[src/rtl/qbus_master.sv]
// QBUS bus-cycle master: DATI/DATO/DATIO bursts with all protocol timing counted in qclk cycles.
// Bus drives decode combinationally from registered state; RRPLY is double-synchronised with an NXM timeout.
module qbus_master #(
  parameter int CLK_NS     = 50,
  parameter int ADDR_SETUP = 3,
  parameter int ADDR_HOLD  = 2,
  parameter int DATA_SETUP = 2,
  parameter int DATA_DLY   = 3,
  parameter int NXM_CYCLES = 200,
  parameter int LEN_W      = 8
) (
  input  logic              qclk,
  input  logic              reset_n,
  input  logic              req,
  input  logic [1:0]        op,
  input  logic [21:0]       addr,
  input  logic              bs7,
  input  logic [LEN_W-1:0]  len,
  input  logic [15:0]       wdata,
  output logic              wdata_req,
  output logic [15:0]       rdata,
  output logic              rdata_valid,
  output logic              busy,
  output logic              done,
  output logic              nxm,
  input  logic [21:0]       DAL_in,
  output logic [21:0]       DAL_out,
  output logic              DALtx,
  output logic              TBS7,
  output logic              TWTBT,
  output logic              TSYNC,
  output logic              TDIN,
  output logic              TDOUT,
  input  logic              RRPLY
);

  localparam logic [3:0] S_IDLE   = 4'd0;
  localparam logic [3:0] S_ADDR   = 4'd1;
  localparam logic [3:0] S_SYNC   = 4'd2;
  localparam logic [3:0] S_RD     = 4'd3;
  localparam logic [3:0] S_RD_END = 4'd4;
  localparam logic [3:0] S_WR     = 4'd5;
  localparam logic [3:0] S_WR_END = 4'd6;
  localparam logic [3:0] S_NEXT   = 4'd7;
  localparam logic [3:0] S_END    = 4'd8;

  localparam int TMR_W = $clog2(NXM_CYCLES + 1);

  localparam logic [7:0]       C_ADDR_SETUP = 8'(ADDR_SETUP - 1);
  localparam logic [7:0]       C_ADDR_HOLD  = 8'(ADDR_HOLD - 1);
  localparam logic [7:0]       C_DATA_SETUP = 8'(DATA_SETUP);
  localparam logic [7:0]       C_DATA_DLY   = 8'(DATA_DLY - 1);
  localparam logic [TMR_W-1:0] C_NXM_LAST   = TMR_W'(NXM_CYCLES - 1);

  // Reject parameter sets whose cycle counts fall short of the QBUS nanosecond minima.
  if (CLK_NS < 1 || CLK_NS * ADDR_SETUP < 150 || CLK_NS * ADDR_HOLD < 100 ||
      CLK_NS * DATA_SETUP < 100 || CLK_NS * DATA_DLY < 150 || NXM_CYCLES < 1) begin : g_timing_check
    $error("qbus_master: timing parameters below QBUS minima for this CLK_NS");
  end

  logic [3:0]       r_state;
  logic [1:0]       r_op;
  logic [21:0]      r_addr;
  logic             r_bs7;
  logic [LEN_W-1:0] r_len;
  logic [LEN_W-1:0] r_word;
  logic [7:0]       r_cnt;
  logic [TMR_W-1:0] r_tmr;
  logic             r_got;
  logic [15:0]      r_wdat;
  logic [15:0]      r_rdata;
  logic             r_rdata_vld;
  logic             r_nxm;
  logic             r_rply_meta;
  logic             r_rply_s;

  logic w_is_dato;
  logic w_is_datio;
  logic w_addr_ph;
  logic w_data_ph;
  logic w_tdout;
  logic w_wdata_req;
  logic w_unused;

  assign w_unused = ^{addr[0], DAL_in[21:16]};

  always_ff @(posedge qclk or negedge reset_n) begin
    if (!reset_n) begin
      r_rply_meta <= 1'b0;
      r_rply_s    <= 1'b0;
    end else begin
      r_rply_meta <= RRPLY;
      r_rply_s    <= r_rply_meta;
    end
  end

  assign w_is_dato  = (r_op == 2'b01);
  assign w_is_datio = (r_op == 2'b10);
  assign w_addr_ph  = (r_state == S_ADDR) || (r_state == S_SYNC);
  assign w_data_ph  = (r_state == S_WR) || (r_state == S_WR_END);
  assign w_tdout    = (r_state == S_WR) && (r_cnt == C_DATA_SETUP);

  // The write word is captured on the edge that ends its request cycle and driven from the next cycle.
  assign w_wdata_req = ((r_state == S_SYNC) && (r_cnt == C_ADDR_HOLD) && w_is_dato) ||
                       ((r_state == S_RD_END) && !r_rply_s && w_is_datio);

  always_ff @(posedge qclk or negedge reset_n) begin
    if (!reset_n) begin
      r_state     <= S_IDLE;
      r_op        <= 2'b00;
      r_addr      <= 22'd0;
      r_bs7       <= 1'b0;
      r_len       <= '0;
      r_word      <= '0;
      r_cnt       <= 8'd0;
      r_tmr       <= '0;
      r_got       <= 1'b0;
      r_wdat      <= 16'd0;
      r_rdata     <= 16'd0;
      r_rdata_vld <= 1'b0;
      r_nxm       <= 1'b0;
    end else begin
      r_rdata_vld <= 1'b0;
      if (w_wdata_req) r_wdat <= wdata;
      case (r_state)
        S_IDLE: begin
          if (req) begin
            r_op    <= op;
            r_addr  <= {addr[21:1], 1'b0};
            r_bs7   <= bs7;
            r_len   <= len;
            r_word  <= '0;
            r_nxm   <= 1'b0;
            r_cnt   <= 8'd0;
            r_state <= S_ADDR;
          end
        end
        S_ADDR: begin
          if (r_cnt == C_ADDR_SETUP) begin
            r_cnt   <= 8'd0;
            r_state <= S_SYNC;
          end else begin
            r_cnt <= r_cnt + 8'd1;
          end
        end
        S_SYNC: begin
          if (r_cnt == C_ADDR_HOLD) begin
            r_cnt   <= 8'd0;
            r_tmr   <= '0;
            r_got   <= 1'b0;
            r_state <= w_is_dato ? S_WR : S_RD;
          end else begin
            r_cnt <= r_cnt + 8'd1;
          end
        end
        S_RD: begin
          // Timeout only runs until the first reply; after that TDIN stays up for the data delay.
          if (!r_got) begin
            if (r_rply_s) begin
              r_got <= 1'b1;
              r_cnt <= 8'd0;
            end else if (r_tmr == C_NXM_LAST) begin
              r_nxm   <= 1'b1;
              r_state <= S_END;
            end else begin
              r_tmr <= r_tmr + TMR_W'(1);
            end
          end else if (r_cnt == C_DATA_DLY) begin
            r_rdata     <= DAL_in[15:0];
            r_rdata_vld <= 1'b1;
            r_state     <= S_RD_END;
          end else begin
            r_cnt <= r_cnt + 8'd1;
          end
        end
        S_RD_END: begin
          if (!r_rply_s) begin
            r_cnt   <= 8'd0;
            r_tmr   <= '0;
            r_state <= w_is_datio ? S_WR : S_NEXT;
          end
        end
        S_WR: begin
          if (!w_tdout) begin
            r_cnt <= r_cnt + 8'd1;
          end else if (r_rply_s) begin
            r_cnt   <= 8'd0;
            r_state <= S_WR_END;
          end else if (r_tmr == C_NXM_LAST) begin
            r_nxm   <= 1'b1;
            r_state <= S_END;
          end else begin
            r_tmr <= r_tmr + TMR_W'(1);
          end
        end
        S_WR_END: begin
          if (r_cnt != 8'd0) begin
            r_state <= S_NEXT;
          end else if (!r_rply_s) begin
            r_cnt <= 8'd1;
          end
        end
        S_NEXT: begin
          r_cnt <= 8'd0;
          if (r_word == r_len) begin
            r_state <= S_END;
          end else begin
            r_word  <= r_word + LEN_W'(1);
            r_addr  <= r_addr + 22'd2;
            r_state <= S_ADDR;
          end
        end
        S_END: begin
          r_state <= S_IDLE;
        end
        default: begin
          r_state <= S_IDLE;
        end
      endcase
    end
  end

  assign DALtx       = w_addr_ph || w_data_ph;
  assign DAL_out     = w_addr_ph ? r_addr : (w_data_ph ? {6'b0, r_wdat} : 22'd0);
  assign TBS7        = w_addr_ph && r_bs7;
  assign TWTBT       = w_addr_ph && w_is_dato;
  assign TSYNC       = (r_state == S_SYNC) || (r_state == S_RD) || (r_state == S_RD_END) || w_data_ph;
  assign TDIN        = (r_state == S_RD);
  assign TDOUT       = w_tdout;
  assign wdata_req   = w_wdata_req;
  assign rdata       = r_rdata;
  assign rdata_valid = r_rdata_vld;
  assign busy        = (r_state != S_IDLE) && (r_state != S_END);
  assign done        = (r_state == S_END);
  assign nxm         = r_nxm;

  a_no_din_dout: assert property (@(posedge qclk) disable iff (!reset_n) !(TDIN && TDOUT));

endmodule

[config.mk]
export PLATFORM = sky130hd
export DESIGN_NAME = qbus_master
export DESIGN_NICKNAME = d
export VERILOG_FILES = /design/src/rtl/qbus_master.sv
export SDC_FILE = /design/constraint.sdc
export NUM_CORES = 1
export LEC_CHECK = 0
export ABC_AREA = 0
export BUFFER_PORTS_ARGS = -buffer_cell sky130_fd_sc_hd__buf_2
export CAP_MARGIN = 20
export CELL_PAD_IN_SITES_DETAIL_PLACEMENT = 2
export CELL_PAD_IN_SITES_GLOBAL_PLACEMENT = 2
export CORE_MARGIN = 2
export CORE_UTILIZATION = 30
export CTS_CLUSTER_DIAMETER = 120
export CTS_CLUSTER_SIZE = 14
export DETAILED_ROUTE_END_ITERATION = 7
export GPL_ROUTABILITY_DRIVEN = 0
export PLACE_DENSITY = 0.85
export SYNTH_ARGS = -nofsm -noshare
export SYNTH_HDL_FRONTEND = slang
export SYNTH_SLANG_ARGS = --single-unit
[constraint.sdc]
create_clock -name qclk -period 2.25 [get_ports qclk]
set_clock_uncertainty 0.05 [all_clocks]
set_input_delay 0.1125 -clock qclk [delete_from_list [all_inputs] [get_ports qclk]]
set_output_delay 0.1125 -clock qclk [all_outputs]
set_load 0.01 [all_outputs]
### Word-level counts from Yosys, hierarchy flattened

Index checks and enable logic that the tools add are counted.

| cells by class | value |
|---|---|
| $add $sub $neg | 4 |
| multiplexer cells | 52 |
| equal/unequal tests | 28 |
| reductions and logical operators | 32 |

Operators with widths:

| operator | count |
|---|---|
| $mux W8 | 16 |
| $mux W22 | 3 |
| $pmux W8 S8 | 1 |
| $mux W4 | 12 |
| $pmux W22 S2 | 1 |
| $pmux W4 S8 | 1 |
| $pmux W8 S4 | 1 |
| $add A8 B1 Y8 const B | 3 |
| $add A22 B2 Y22 const B | 1 |
| $eq A4 B3 Y1 const B | 4 |
| $mux W16 | 1 |
| $ne A2 B2 Y1 const B | 8 |
| $pmux W8 S2 | 1 |
| $reduce_bool A8 Y1 | 2 |
| $mux W1 | 11 |
| $eq A4 B2 Y1 const B | 2 |
| $eq A8 B1 Y1 const B | 1 |
| $eq A8 B2 Y1 const B | 1 |
| $eq A8 B8 Y1 | 1 |
| $eq A8 B8 Y1 const B | 1 |
| $logic_and A1 B1 Y1 | 8 |
| $reduce_and A8 Y1 | 1 |
| $reduce_bool A4 Y1 | 2 |
| $logic_or A1 B1 Y1 | 7 |
| other kinds (21) | 26 |

| storage, ports and cells | value |
|---|---|
| bits in registers | 98 |
| output and inout port bits | 49 |
| word-level logic and storage cells | 131 |

### Longest topological paths before layout

| logic depth | value |
|---|---|
| depth in word-level cells | 5 |
| gate-level depth with buffers | 8 |
| mapped depth without buffers | 7 |

### Worst setup path after synthesis

No wires, ideal clock.

| path | value |
|---|---|
| path type | register to register |
| start point | register r_cnt[0] |
| end point | register r_rdata[0], in the netlist rdata[0] |
| setup slack | -0.162 ns |
| arrival | 2.237 ns |
| setup time | 0.125 ns |
| stages on the path, launching flop included | 8 |
| cells stage by stage | dfrtp_1 inv_1 ha_1 or3b_2 or4_4 buf_6 buf_12 mux2_4 |

| between the ends | value |
|---|---|
| longest elaborated chain between the ends | 2 |

Ends and longest elaborated chain:

| what | line | RTL |
|---|---|---|
| start: declaration | 67 | `logic [7:0] r_cnt;` |
| start signal: assignment | 143 | `r_cnt <= r_cnt + 8'd1;` |
| start signal: assignment | 153 | `r_cnt <= r_cnt + 8'd1;` |
| start signal: assignment | 173 | `r_cnt <= r_cnt + 8'd1;` |
| $eq A8 B2 Y1 | 168 | `end else if (r_cnt == C_DATA_DLY) begin` |
| $reduce_and A3 Y1 (no line) | - |  |
| end signal: assignment | 169 | `r_rdata <= DAL_in[15:0];` |
| end: declaration | 71 | `logic [15:0] r_rdata;` |

Every way passes these cells.
A chain may end at the register's enable or synchronous reset.

### Final worst setup path

| path | value |
|---|---|
| start point | register r_state[1] |
| end point | register r_cnt[4] |

| between the ends | value |
|---|---|
| longest elaborated chain between the ends | 4 |
| elaborated cells between the ends (all ways) | 18 |

Ends and longest elaborated chain:

| what | line | RTL |
|---|---|---|
| start: declaration | 61 | `logic [3:0] r_state;` |
| start signal: assignment | 151 | `r_state <= w_is_dato ? S_WR : S_RD;` |
| start signal: assignment | 180 | `r_state <= w_is_datio ? S_WR : S_NEXT;` |
| $eq A4 B3 Y1 | 101, 125 |  |
| $logic_and A1 B1 Y1 | 101 | `assign w_tdout = (r_state == S_WR) && (r_cnt == C_DATA_SETUP);` |
| $mux W8 | 184 | `if (!w_tdout) begin` |
| $pmux W8 S8 | 125 | `case (r_state)` |
| end signal: assignment | 143 |  |
| end signal: assignment | 153 |  |
| end signal: assignment | 185 | `r_cnt <= r_cnt + 8'd1;` |

Parallel ways exist; a longest one is shown, timed or not.

==> impl.org <==
** Outcome
- Run status :: finished with violations
- Failing checks :: negative setup slack

** Finish
- The sequential cells in the finished layout cover a total of 2430 sq um.
- Post-layout utilization of the core :: 46.4%
- With fillers left out, the area of the finished cells amounts to 8630 sq um.
- Fill cells in the final layout number 1,906.
- In the final design database the tool counted 919 nets.
- Antenna diodes :: 0
- Fraction of final layout cells sized beyond drive strength 1 :: 41.1%
- Area overhead of the layout relative to synthesis :: 53.2%
- Summing all multi-input logic gate instances after layout gives 3420 sq um.

** STA
- For the final routed database, the setup TNS stands at -8.03 ns.
- Final number of max-transition violations :: 0
- Share of the clock period used by the worst path :: 111%
- For this run, the top clock speed supported by timing is 400 MHz.
- RSZ-0062 raised after global routing :: true
- Across all hold checks on the routed design, the worst slack comes to 0.0501 ns.
- Setup violations remaining at the end of the flow were counted as 88.
- Post-layout min period :: 2.50 ns
- Headroom to the max-slew limit came out at 48.8%.
- Smallest setup slack after layout :: -0.251 ns
- Hold Violations, Final :: 0
- For the pin with the worst max-slew slack, the measured transition is 0.760 ns.

** Drt
- Summed over all layers, the routed wires come to 32.8 mm.
- Using the TritonRoute via totals, the vias-per-cell ratio works out to 6.11.
- In this run the remaining antenna-violating nets after routing total 0.
- Total via count after detailed routing :: 6,578
- The first TritonRoute pass finished after 5 iterations.
- For this block, the initial DRC count from the detailed router was 523.
- For this run, design rule violations remaining after detail routing come to 0.
- In the final routed layout, each cell accounts on average for 30.5 um.

** Worst hold path
- Hold/Removal Path Class :: in -> reg
- Worst hold path depth :: 3
- For hold timing, the worst endpoint is r_addr[14].
- Hold Startpoint :: addr[14]

** Floorplan
- Std-Cell Core Area :: 18,600 sq um
- For this design the top-level I/O count stands at 124.
- Placement row count :: 50
- The die is 141 um wide.
- The die covers 19,900 sq um.
- For this configuration, the core starts out at a cell density of 30.3%.
- Chip Height :: 141 um

** Critical path
- CP Capture Type :: flop
- In this run the worst path has a maximum fanout of 9.
- For the worst setup path, the data required time is 2.44 ns.
- Measured in cells, the most critical reg-to-reg path has a length of 7.
- In this run the critical register-to-register path is captured at r_cnt[4].
- Classification of the worst setup path :: reg -> reg
- The worst register-to-register path begins at r_state[1].
- For the worst setup path, the data arrival time is 2.69 ns.
- The worst setup path is launched from a flop.
- Setup slack on the worst flop-to-flop path :: -0.25 ns

** Synthesis
- The number of different library cells used by synthesis comes to 78.
- By area the synthesized netlist is led by dfrtp_1, nand2_1, mux2_2, a21oi_1, a22o_1.
- Syn Inst Count :: 589
- Asr flop ratio synth :: 100%
- Post-synth top area share :: 43.1%
- The Yosys step of the flow raised 0 warnings.
- Post-synth EDFFs :: 0
- Post-synth design cell area :: 5630 sq um
- Library cell with the highest instance count after synthesis :: dfrtp_1
- dfrtp_1 takes more of the synthesized area than any other cell.
- Synth cell count leaders :: dfrtp_1, nand2_1, a21oi_1
- For this run, the register share of the synthesized area comes to 43.1%.
- A synthesized cell averages 9.56 sq um.
- Syn nets :: 671
- Leading register cell type out of synthesis :: dfrtp_1
- In this run, synthesis produced a sequential element count of 97.

** Place
- Once placement finished, the instance area stood at 6970 sq um.
- Post-Place Setup Slack :: -0.189 ns
- The HPWL after detailed placement is 15.7 mm.
- Number of buffers added on ports :: 116

** Clock tree
- Clock Root Buffer :: clkbuf_16
- CTS clock-pin slew for the worst setup and hold paths :: 0.09 ns
- Clock tree synthesis found a total of 97 sinks.
- The H-tree was split into 3 levels.
- Clock tree from TritonCTS :: built
- Number of buffers created by CTS :: 9
- Counting along the longest clock path gives a buffer depth of 2.
- Worst skew pair latency :: 0.37 ns

** Global routing
- Final global-route overflow total :: 0
- Pin count of the biggest net entering global routing :: 51
- Number of antenna violations at the first check in global routing :: 0
- The first global-routing pass estimated 42.3 mm of wire.
- Global routing consumed, over all layers together, 27.6% of the routing resources.
- Via count of the first global-routing pass :: 7,069

** Power
- For this design the ratio of total power to cell area is 430 nW/um^2.
- The worst-case IR drop observed on VDD is 0.000300 V.
- Standby leakage power :: 3.87 nW

** Job
- Max-cap violations in this run came to 0.
state kept, by name, summed over array words and instances, names as in the netlist:
register / count
r_wdat: 16
r_state: 4
nxm: 1
r_op: 2
r_bs7: 1
r_rply_s: 1
r_cnt: 8
r_len: 8
r_addr: 21
r_word: 8
r_tmr: 8
rdata_valid: 1
rdata: 16
r_got: 1
r_rply_meta: 1
metrics by stage:
step | instances | total power, W
6_report | 1076 | 0.00371
5_1_grt | 1076 | 0.00381
4_1_cts | 1053 | 0.00366
3_5_place_dp | 975 | 0.00198
3_3_place_gp | 975 | 0.00197
2_1_floorplan | 589 | 0.00185
what timing repair did:
item,in CTS,in global routing
gates cloned,1,3
pin swaps,12,30
buffers inserted,11,22
hold buffers,50,0
hold endpoints to repair,139,0
resized for setup,49,79
setup endpoints to repair,80,95
cell type report:
class	count	share of cell area, %
clock buffer	12	2.74
clock inverter	4	0.595
inverter	13	0.566
multi-input combinational	441	39.7
sequential	97	28.2
tap	234	3.39
timing repair buffer	275	24.8
worst max-delay path, stage by stage, from the launching register on:
cell     delay [ns]
dfrtp_2        0.41
buf_4          0.21
buf_4          0.19
inv_1          0.10
o21ai_1        0.44
o22a_1         0.43
nand2_1        0.18
a221o_2        0.39
kinds of logic (layout without fill, tap and decap cells):
family	count (synthesis)	after routing	share of synthesized area [%]
compound gates	160	160	20.1
xor+xnor	10	10	1.56
fa+ha+maj	7	7	1.56
buf+inv	51	304	4.09
flops	97	97	43.1
mux	34	34	7.44
simple gates	230	230	22.2
worst max-delay path by stage:
stage / slack (ns) / cells after the start / start / end
2_1_floorplan: -0.04 / 7 / r_cnt[0] / rdata[0]
3_3_place_gp: -0.02 / 7 / r_cnt[3] / r_state[1]
3_5_place_dp: -0.19 / 7 / r_cnt[3] / r_state[1]
4_1_cts: -0.1 / 7 / r_cnt[4] / r_state[1]
5_1_grt: -0.25 / 7 / r_cnt[4] / r_tmr[3]
6_report: -0.25 / 7 / r_state[1] / r_cnt[4]
layout by cell type, fill, tap and decap left out, types with 5 or more instances in the layout:
| cell type | n |
|---|---|
| buf_6 | 22 |
| dfrtp_1 | 93 |
| buf_12 | 7 |
| nor2_1 | 24 |
| and2_4 | 5 |
| nand3_1 | 15 |
| buf_2 | 106 |
| buf_4 | 86 |
| nor2b_1 | 6 |
| ha_1 | 5 |
| and3_1 | 13 |
| nand2_1 | 69 |
| nor4_1 | 9 |
| mux2_4 | 26 |
| clkbuf_16 | 10 |
| nor3_1 | 6 |
| o22ai_1 | 6 |
| mux2_2 | 7 |
| dlygate4sd3_1 | 50 |
| a21oi_1 | 32 |
| nand2b_1 | 7 |
| or3_1 | 11 |
| o21ai_0 | 22 |
| a22o_1 | 17 |
| nand4_1 | 14 |
| xnor2_1 | 10 |
| inv_1 | 11 |
where the power goes:
part	internal (W)	switching [W]	total (W)
Clock	0.000871	0.000801	0.00167
Combinational	0.000142	0.000126	0.000268
Sequential	0.00176	0.0000140	0.00177
layer usage:
layer	wire length [um]	share of wire (%)	global-route usage, %
met2	16900	51	49.2
met4	2040	6.2	13.9
met1	12000	36	32.0
met5	0	0	0
met3	1930	5.9	4.55
No activity file was read; power rests on OpenSTA's default activity.
